===== src/rtl/pc_stream_monitor_pkg.sv =====
// Shared types for the fetch PC stream monitor: end-of-program FSM state encoding.
package pc_stream_monitor_pkg;

  typedef enum logic [1:0] {
    RUN     = 2'd0,
    DRAIN   = 2'd1,
    DONE    = 2'd2,
    TIMEOUT = 2'd3
  } monitor_state_e;

endpackage : pc_stream_monitor_pkg


===== src/rtl/pc_stream_monitor_sat_counter.sv =====
// Saturating up-counter with synchronous clear; holds at all-ones instead of wrapping.
module sat_counter #(
  parameter int unsigned CNT_W = 16
) (
  input  logic             clk,
  input  logic             reset,
  input  logic             clr_i,
  input  logic             inc_i,
  output logic [CNT_W-1:0] value_o
);

  logic [CNT_W-1:0] cnt_q, cnt_d;

  // NOTE: every always_comb output gets its default first so no path can infer a latch.
  always_comb begin
    cnt_d = cnt_q;
    if (clr_i) begin
      cnt_d = '0;
    end else if (inc_i && (cnt_q != '1)) begin
      cnt_d = cnt_q + CNT_W'(1);
    end
  end

  // NOTE: sequential state uses non-blocking assignments only, so all flops update together.
  always_ff @(posedge clk or posedge reset) begin
    if (reset) begin
      cnt_q <= '0;
    end else begin
      cnt_q <= cnt_d;
    end
  end

  assign value_o = cnt_q;

endmodule : sat_counter


===== src/rtl/pc_stream_monitor.sv =====
// Run-time fetch PC stream monitor: registered PC check, de-duplicated mispredict count,
// and a RUN->DRAIN->DONE/TIMEOUT end-of-program FSM.
module pc_stream_monitor
  import pc_stream_monitor_pkg::*;
#(
  parameter int unsigned       XLEN          = 32,
  parameter int unsigned       PC_STEP       = 4,
  parameter logic [XLEN-1:0]   RESET_PC      = '0,
  parameter int unsigned       TAG_W         = 5,
  parameter int unsigned       CNT_W         = 16,
  parameter int unsigned       DRAIN_CYCLES  = 50,
  parameter int unsigned       MAX_CYCLES    = 1000,
  parameter bit                REQ_ROB_EMPTY = 1'b1
) (
  input  logic             clk,
  input  logic             reset,
  input  logic             fetch_fire,
  input  logic [XLEN-1:0]  fetch_pc,
  input  logic             fetch_instr_ok,
  input  logic             redirect_valid,
  input  logic [XLEN-1:0]  redirect_pc,
  input  logic             mispredict,
  input  logic [TAG_W-1:0] mispredict_tag,
  input  logic             rob_empty,
  output logic             pc_err,
  output logic             pc_err_sticky,
  output logic [XLEN-1:0]  first_err_exp,
  output logic [XLEN-1:0]  first_err_got,
  output logic [CNT_W-1:0] err_cnt,
  output logic [CNT_W-1:0] mp_cnt,
  output logic [CNT_W-1:0] fetch_cnt,
  output logic             done,
  output logic             timeout
);

  localparam logic [CNT_W-1:0] CYC_LAST  = CNT_W'(MAX_CYCLES - 1);
  localparam logic [CNT_W-1:0] DRAIN_MIN = CNT_W'(DRAIN_CYCLES);
  localparam logic [XLEN-1:0]  STEP      = XLEN'(PC_STEP);

  monitor_state_e   state_q, state_d;
  logic [XLEN-1:0]  exp_pc_q, exp_pc_d;
  logic [XLEN-1:0]  first_exp_q, first_exp_d;
  logic [XLEN-1:0]  first_got_q, first_got_d;
  logic             pc_err_q, pc_err_d;
  logic             sticky_q, sticky_d;
  logic             mp_prev_q;
  logic [TAG_W-1:0] last_tag_q;
  logic [CNT_W-1:0] cyc_cnt, drain_cnt;

  logic in_run, in_drain, active;
  logic pc_check, pc_mismatch, mp_event;

  assign in_run   = (state_q == RUN);
  assign in_drain = (state_q == DRAIN);
  assign active   = in_run || in_drain;

  // Fetches fired alongside a redirect are wrong-path and never compared.
  assign pc_check    = in_run && fetch_fire && !redirect_valid;
  assign pc_mismatch = pc_check && (fetch_pc != exp_pc_q);
  assign mp_event    = active && mispredict && (!mp_prev_q || (mispredict_tag != last_tag_q));

  // Expected-PC tracking and first-error capture.
  always_comb begin
    exp_pc_d    = exp_pc_q;
    pc_err_d    = pc_mismatch;
    sticky_d    = sticky_q || pc_mismatch;
    first_exp_d = first_exp_q;
    first_got_d = first_got_q;
    if (active && redirect_valid) begin
      exp_pc_d = redirect_pc;
    end else if (pc_check) begin
      // Resync on the PC actually fetched so one break yields one error.
      exp_pc_d = fetch_pc + STEP;
    end
    if (pc_mismatch && !sticky_q) begin
      first_exp_d = exp_pc_q;
      first_got_d = fetch_pc;
    end
  end

  // End-of-program FSM; timeout overrides every RUN/DRAIN transition.
  always_comb begin
    state_d = state_q;
    unique case (state_q)
      RUN: begin
        if (fetch_fire && !fetch_instr_ok && !redirect_valid) begin
          state_d = DRAIN;
        end
      end
      DRAIN: begin
        if (redirect_valid) begin
          state_d = RUN;
        end else if ((drain_cnt >= DRAIN_MIN) && (rob_empty || !REQ_ROB_EMPTY)) begin
          state_d = DONE;
        end
      end
      DONE:    state_d = DONE;
      TIMEOUT: state_d = TIMEOUT;
      default: state_d = RUN;
    endcase
    if (active && (cyc_cnt == CYC_LAST)) begin
      state_d = TIMEOUT;
    end
  end

  always_ff @(posedge clk or posedge reset) begin
    if (reset) begin
      state_q     <= RUN;
      exp_pc_q    <= RESET_PC;
      first_exp_q <= '0;
      first_got_q <= '0;
      pc_err_q    <= 1'b0;
      sticky_q    <= 1'b0;
      mp_prev_q   <= 1'b0;
      last_tag_q  <= '0;
    end else begin
      state_q     <= state_d;
      exp_pc_q    <= exp_pc_d;
      first_exp_q <= first_exp_d;
      first_got_q <= first_got_d;
      pc_err_q    <= pc_err_d;
      sticky_q    <= sticky_d;
      mp_prev_q   <= mispredict;
      last_tag_q  <= mispredict_tag;
    end
  end

  sat_counter #(.CNT_W(CNT_W)) u_err_cnt (
    .clk     (clk),
    .reset   (reset),
    .clr_i   (1'b0),
    .inc_i   (pc_mismatch),
    .value_o (err_cnt)
  );

  sat_counter #(.CNT_W(CNT_W)) u_mp_cnt (
    .clk     (clk),
    .reset   (reset),
    .clr_i   (1'b0),
    .inc_i   (mp_event),
    .value_o (mp_cnt)
  );

  sat_counter #(.CNT_W(CNT_W)) u_fetch_cnt (
    .clk     (clk),
    .reset   (reset),
    .clr_i   (1'b0),
    .inc_i   (in_run && fetch_fire),
    .value_o (fetch_cnt)
  );

  sat_counter #(.CNT_W(CNT_W)) u_cyc_cnt (
    .clk     (clk),
    .reset   (reset),
    .clr_i   (1'b0),
    .inc_i   (1'b1),
    .value_o (cyc_cnt)
  );

  // Held at zero outside DRAIN, so it always starts from 0 on entry.
  sat_counter #(.CNT_W(CNT_W)) u_drain_cnt (
    .clk     (clk),
    .reset   (reset),
    .clr_i   (!in_drain),
    .inc_i   (in_drain),
    .value_o (drain_cnt)
  );

  assign pc_err        = pc_err_q;
  assign pc_err_sticky = sticky_q;
  assign first_err_exp = first_exp_q;
  assign first_err_got = first_got_q;
  assign done          = (state_q == DONE);
  assign timeout       = (state_q == TIMEOUT);

endmodule : pc_stream_monitor


===== config.mk =====
export PLATFORM = sky130hd
export DESIGN_NAME = pc_stream_monitor
export DESIGN_NICKNAME = d
export VERILOG_FILES = /design/src/rtl/pc_stream_monitor_pkg.sv /design/src/rtl/pc_stream_monitor_sat_counter.sv /design/src/rtl/pc_stream_monitor.sv
export SDC_FILE = /design/constraint.sdc
export NUM_CORES = 1
export LEC_CHECK = 0
export BUFFER_PORTS_ARGS = -buffer_cell sky130_fd_sc_hd__buf_2
export CORE_UTILIZATION = 60
export DETAILED_ROUTE_END_ITERATION = 10
export PLACE_DENSITY = 0.86
export SKIP_LAST_GASP = 1
export SYNTH_ARGS = -nofsm -noshare
export SYNTH_HDL_FRONTEND = slang
export SYNTH_SLANG_ARGS = --single-unit

===== constraint.sdc =====
create_clock -name clk -period 18.7 [get_ports clk]
set_clock_uncertainty 0.1 [all_clocks]
set_input_delay 3.74 -clock clk [delete_from_list [all_inputs] [get_ports clk]]
set_output_delay 3.74 -clock clk [all_outputs]
set_load 0.01 [all_outputs]

After elaboration in Yosys (flattened, before gate mapping)
Cells that the tools add are included.
Widths: inputs -> output; s select.
- eq/ne operators: 14
- reduce and logical (&&, ||, !) cells: 25
- $add $sub $neg: 6
- $lt $le $gt $ge: 1
- muxes and demuxes: 9
- operators by type and width (operator ; count):
    $add 16x1->16 const B ; 5
    $ne 16x16->1 const B ; 5
    $mux 32 ; 2
    $add 32x3->32 const B ; 1
    $mux 16 ; 2
    $ne 32x32->1 ; 1
    $eq 16x10->1 const B ; 1
    $ge 16x6->1 const B ; 1
    $logic_and 1x1->1 ; 15
    $mux 2 ; 4
    $pmux 2 s4 ; 1
    $ne 5x5->1 ; 1
    $eq 2x2->1 const B ; 2
    $logic_not 1->1 ; 4
    $ne 4x2->1 const B ; 1
    $logic_or 1x1->1 ; 3
    $ne 3x1->1 const B ; 1
    $eq 2x1->1 const B ; 1
    $logic_not 2->1 ; 1
    $ne 2x1->1 const B ; 1
    $reduce_and 2->1 ; 1
    $reduce_bool 2->1 ; 1
- input port bits: 76
- word-level logic and storage cells: 68
- output and inout port bits: 116
- register bits after elaboration: 186

Logic depth before layout (Yosys ltp)
- word-level depth: 6
- mapped depth: 9
- gate-level depth less buffers: 8

Cells and area by module
A second synthesis with hierarchy kept.
- cell total of the unflattened synthesis: 997
- area, all modules: 10038.4 µm²
- by module, submodules not included (module ; seq. area each (µm²) ; area an instance (µm²) ; times used ; cells each):
    pc_stream_monitor ; 2652.5 ; 5377.7 ; 1 ; 492
    sat_counter ; 400.4 ; 932.1 ; 5 ; 101

Worst setup path after synthesis
OpenSTA, ideal clock, no wires.
- path kind: input-to-reg
- from: input fetch_pc[5]
- to: register first_exp_q[0], in the netlist first_err_exp[0]
- required time: 18475 ps
- setup time: 125 ps
- arrival: 5369 ps
- buffers on the path: 3
- setup slack: 13106 ps
- cell stages on the path: 9
- cell sequence: buf_2 xor2_1 nor4_1 nand4_1 nor2_4 or3_1 buf_6 buf_12 mux2_4
- cells in the longest elaborated chain, start to end: 3
- RTL lines (element ; RTL line ; RTL):
    from (decl) ; pc_stream_monitor.sv:18 ; input logic [XLEN-1:0] fetch_pc,
    $ne 32x32->1 ; pc_stream_monitor.sv:59 ; assign pc_mismatch = pc_check && (fetch_pc != exp_pc_q);
    $logic_and 1x1->1 ; pc_stream_monitor.sv:59 ;
    $logic_and 1x1->1 ; pc_stream_monitor.sv:75 ; if (pc_mismatch && !sticky_q) begin
    to (signal assigned) ; pc_stream_monitor.sv:119 ; first_exp_q <= first_exp_d;
    to (decl) ; pc_stream_monitor.sv:42 ; logic [XLEN-1:0] first_exp_q, first_exp_d;
Every way passes these cells.
A chain may end at the register's enable or synchronous reset.

Final worst setup path
- from: input fetch_pc[5]
- to: register first_exp_q[30], in the netlist first_err_exp[30]
The elaborated chain is that of the path after synthesis.

==> insert_results.sql <==
INSERT INTO impl_metrics (metric_group, metric, value, unit) VALUES
('outcome', 'run_status', 'complete, no violations', ''),
('synth', 'synth_enable_flop_cells', '0', ''),
('place', 'detailedPlacementHpwl', '15190', 'um'),
('cts', 'post_cts.resized_instances', '0', ''),
('synth', 'syn_nets', '920', ''),
('place', 'post-place-ws', '11.67', 'ns'),
('drt', 'ant_nets', '0', ''),
('critical_path', 'crit_path_max_fanout', '55', ''),
('drt', 'drt_first_pass_iters', '5', ''),
('global_routing', 'gr_layer_usage_met1', '38.13', '%'),
('power', 'static-leakage-power', '5.633', 'nW'),
('floorplanning', 'die_h', '126.9', 'um'),
('synth', 'synth_area_leaders', 'dfrtp_1 (50%), mux2_4 (9.6%), xnor2_1 (6.1%)', ''),
('floorplanning', 'die_area', '16090', 'um^2'),
('critical_path', 'worst_ep_required_time', '18.90', 'ns'),
('timing', 'finalSetupViolCount', '0', ''),
('synth', 'post-synth-top-area-fraction', '49.77', '%'),
('synth', 'post_synth_instance_area', '9353', 'um^2'),
('drt', 'num_vias', '7100', ''),
('drt', 'vias_per_cell', '5.858', ''),
('cts', 'tritoncts_buffers', '17', ''),
('layout', 'synthToLayoutAreaGrowth', '16.75', '%'),
('layout', 'finalCoreUtilization', '71.83', '%'),
('cts', 'clk_latency', '0.43', 'ns'),
('critical_path', 'worst_path_largest_cell_delay', '0.78', 'ns'),
('drt', 'route.detailed.wl_per_inst', '17.93', 'um'),
('layout', 'stdcell_count', '1212', ''),
('place', 'dp_cells', '1177', ''),
('timing', 'final_sum_of_negative_setup_slack', '0', 'ns'),
('place', 'gpl.final_weighted_congestion', '0.8752', ''),
('floorplanning', 'pin_count', '192', ''),
('floorplanning', 'die_x', '126.9', 'um'),
('cts', 'htree_levels', '4', ''),
('layout', 'fraction_of_final_layout_cells_sized_beyond_drive_strength_1', '30.36', '%'),
('global_routing', 'busiest_layer', 'met2', ''),
('critical_path', 'rrSetupSlack', '14.75', 'ns'),
('layout', 'final.fill_count', '1079', ''),
('cts', 'cts_root_buf', 'clkbuf_16', ''),
('drt', 'drtIter0Drc', '486', ''),
('timing', 'worst_hold_slack', '0.3743', 'ns'),
('place', 'dpl-instance-area', '10320', 'um^2'),
('global_routing', 'grt_max_degree', '111', ''),
('floorplanning', 'placeableCoreArea', '15200', 'um^2'),
('layout', 'nets', '1096', ''),
('timing', 'tightestPinTransition', '1.267', 'ns'),
('power', 'power_per_cell_area', '74.03', 'nW/um^2'),
('cts', 'cts_hold_buf', '0', ''),
('drt', 'post-route-drc-count', '0', ''),
('synth', 'proportion_of_synthesized_chip_area_in_sequential_cells', '49.77', '%'),
('critical_path', 'setup.worst_path.class', 'primary input to flip-flop', ''),
('global_routing', 'grt_pass1_wl', '34880', 'um'),
('timing', 'max_freq', '150.3', 'MHz'),
('global_routing', 'vias_in_the_first_global_route', '6706', ''),
('timing', 'rsz0062_at_grt', 'false', ''),
('cts', 'clock_sink_count', '186', ''),
('timing', 'timing.final.crit_share', '35.59', '%'),
('synth', 'postSynthRegisterBits', '186', ''),
('floorplanning', 'floorplan.initialDensity', '61.52', '%'),
('synth', 'post_synth_num_cell_types', '45', ''),
('global_routing', 'number_of_antenna_violations_at_the_first_check_in_global_routing', '2', ''),
('timing', 'final_max_slew_viol_count', '0', ''),
('critical_path', 'worstPathCellList', 'buf_2 > xor2_1 > nor4_1 > nand4_1 > nor2_4 > or3_4 > buf_4 > mux2_1', ''),
('critical_path', 'endpoint_kind', 'flip-flop', ''),
('power', 'vdd_ir_drop_max', '0.06862', 'mV'),
('critical_path', 'crit_path_start_kind', 'primary input', ''),
('synth', 'syn_avg_cell_area', '11.24', 'um^2'),
('cts', 'path_clk_slew', '0.06', 'ns'),
('global_routing', 'global_route.usage.total', '28.10', '%'),
('flow_run', 'maxCapViolCount', '0', ''),
('global_routing', 'grt.met3_usage', '8.056', '%'),
('synth', 'asyncSetResetFlopFracSynth', '100.0', '%');
-- where the power goes --
part / switching (mW) / internal, mW
logic: 0.0250 / 0.0144
clock network: 0.151 / 0.208
registers: 0.00369 / 0.406
total: 0.179 / 0.629
-- critical path, delay by kind of cell --
family | cells | cell delay, ns
XOR/XNOR | 1 | 0.19
buffers and inverters | 2 | 0.93
multiplexers | 1 | 0.40
AND/OR/NAND/NOR | 4 | 1.53
-- area by class of cell --
class	instances	area [um^2]	area share, %
Antenna cell	3	7.507	0.06875
Clock buffer	23	478.0	4.377
Clock inverter	9	112.6	1.031
Inverter	10	45.04	0.4125
Multi-Input combinational cell	596	4385	40.16
Sequential cell	186	4654	42.63
Tap cell	188	235.2	2.154
Timing Repair Buffer	197	1001	9.167
-- metal layers --
layer,share of wire [%],vias to the layer above
met5,0,-
met4,2.7,0
met3,7.8,41
met2,47,291
met1,43,3498
li1,-,3270
-- path summary, 6_finish.rpt --
kind,startpoint,end,cells past startpoint
hold / removal,u_cyc_cnt.value_o[9]$_DFFE_PP0P_,u_cyc_cnt.value_o[9]$_DFFE_PP0P_,1
min in group asynchronous,reset,last_tag_q[1]$_DFF_PP0_,2
hold reg to reg,u_cyc_cnt.value_o[9]$_DFFE_PP0P_,u_cyc_cnt.value_o[9]$_DFFE_PP0P_,1
setup / recovery,fetch_pc[5],first_err_exp[30]$_DFFE_PP0P_,8
setup reg to reg,state_q[1]$_DFFE_PP0P_,first_err_exp[30]$_DFFE_PP0P_,7
max in group asynchronous,reset,first_err_exp[15]$_DFFE_PP0P_,3
-- cells by family after synthesis --
logic type	after synthesis	share of synthesized area, %
multiplexers	75	11.44
AO/OA/AOI/OAI	85	5.137
buffers and inverters	50	3.465
flip-flops	186	49.77
adder cells (fa/ha/maj)	12	1.605
AND/OR/NAND/NOR	296	16.60
XOR/XNOR	128	11.99
-- synthesized netlist by cell type (20+ instances only) --
cell,count
and3_1,25
o21ai_0,45
dfrtp_1,186
xor2_1,63
nand4_1,31
nor2_1,52
nand2_1,69
nand3_1,43
mux2_4,60
nor4_1,20
xnor2_1,65
a21oi_1,22
-- state kept, by name, summed over array words and instances (netlist names) --
register / cells
u_cyc_cnt.value_o: 16
state_q: 2
first_err_exp: 32
first_err_got: 32
u_drain_cnt.value_o: 16
u_err_cnt.value_o: 16
u_mp_cnt.value_o: 16
pc_err: 1
last_tag_q: 5
mp_prev_q: 1
exp_pc_q: 32
u_fetch_cnt.value_o: 16
pc_err_sticky: 1
Power figures use the tool's default switching activity.
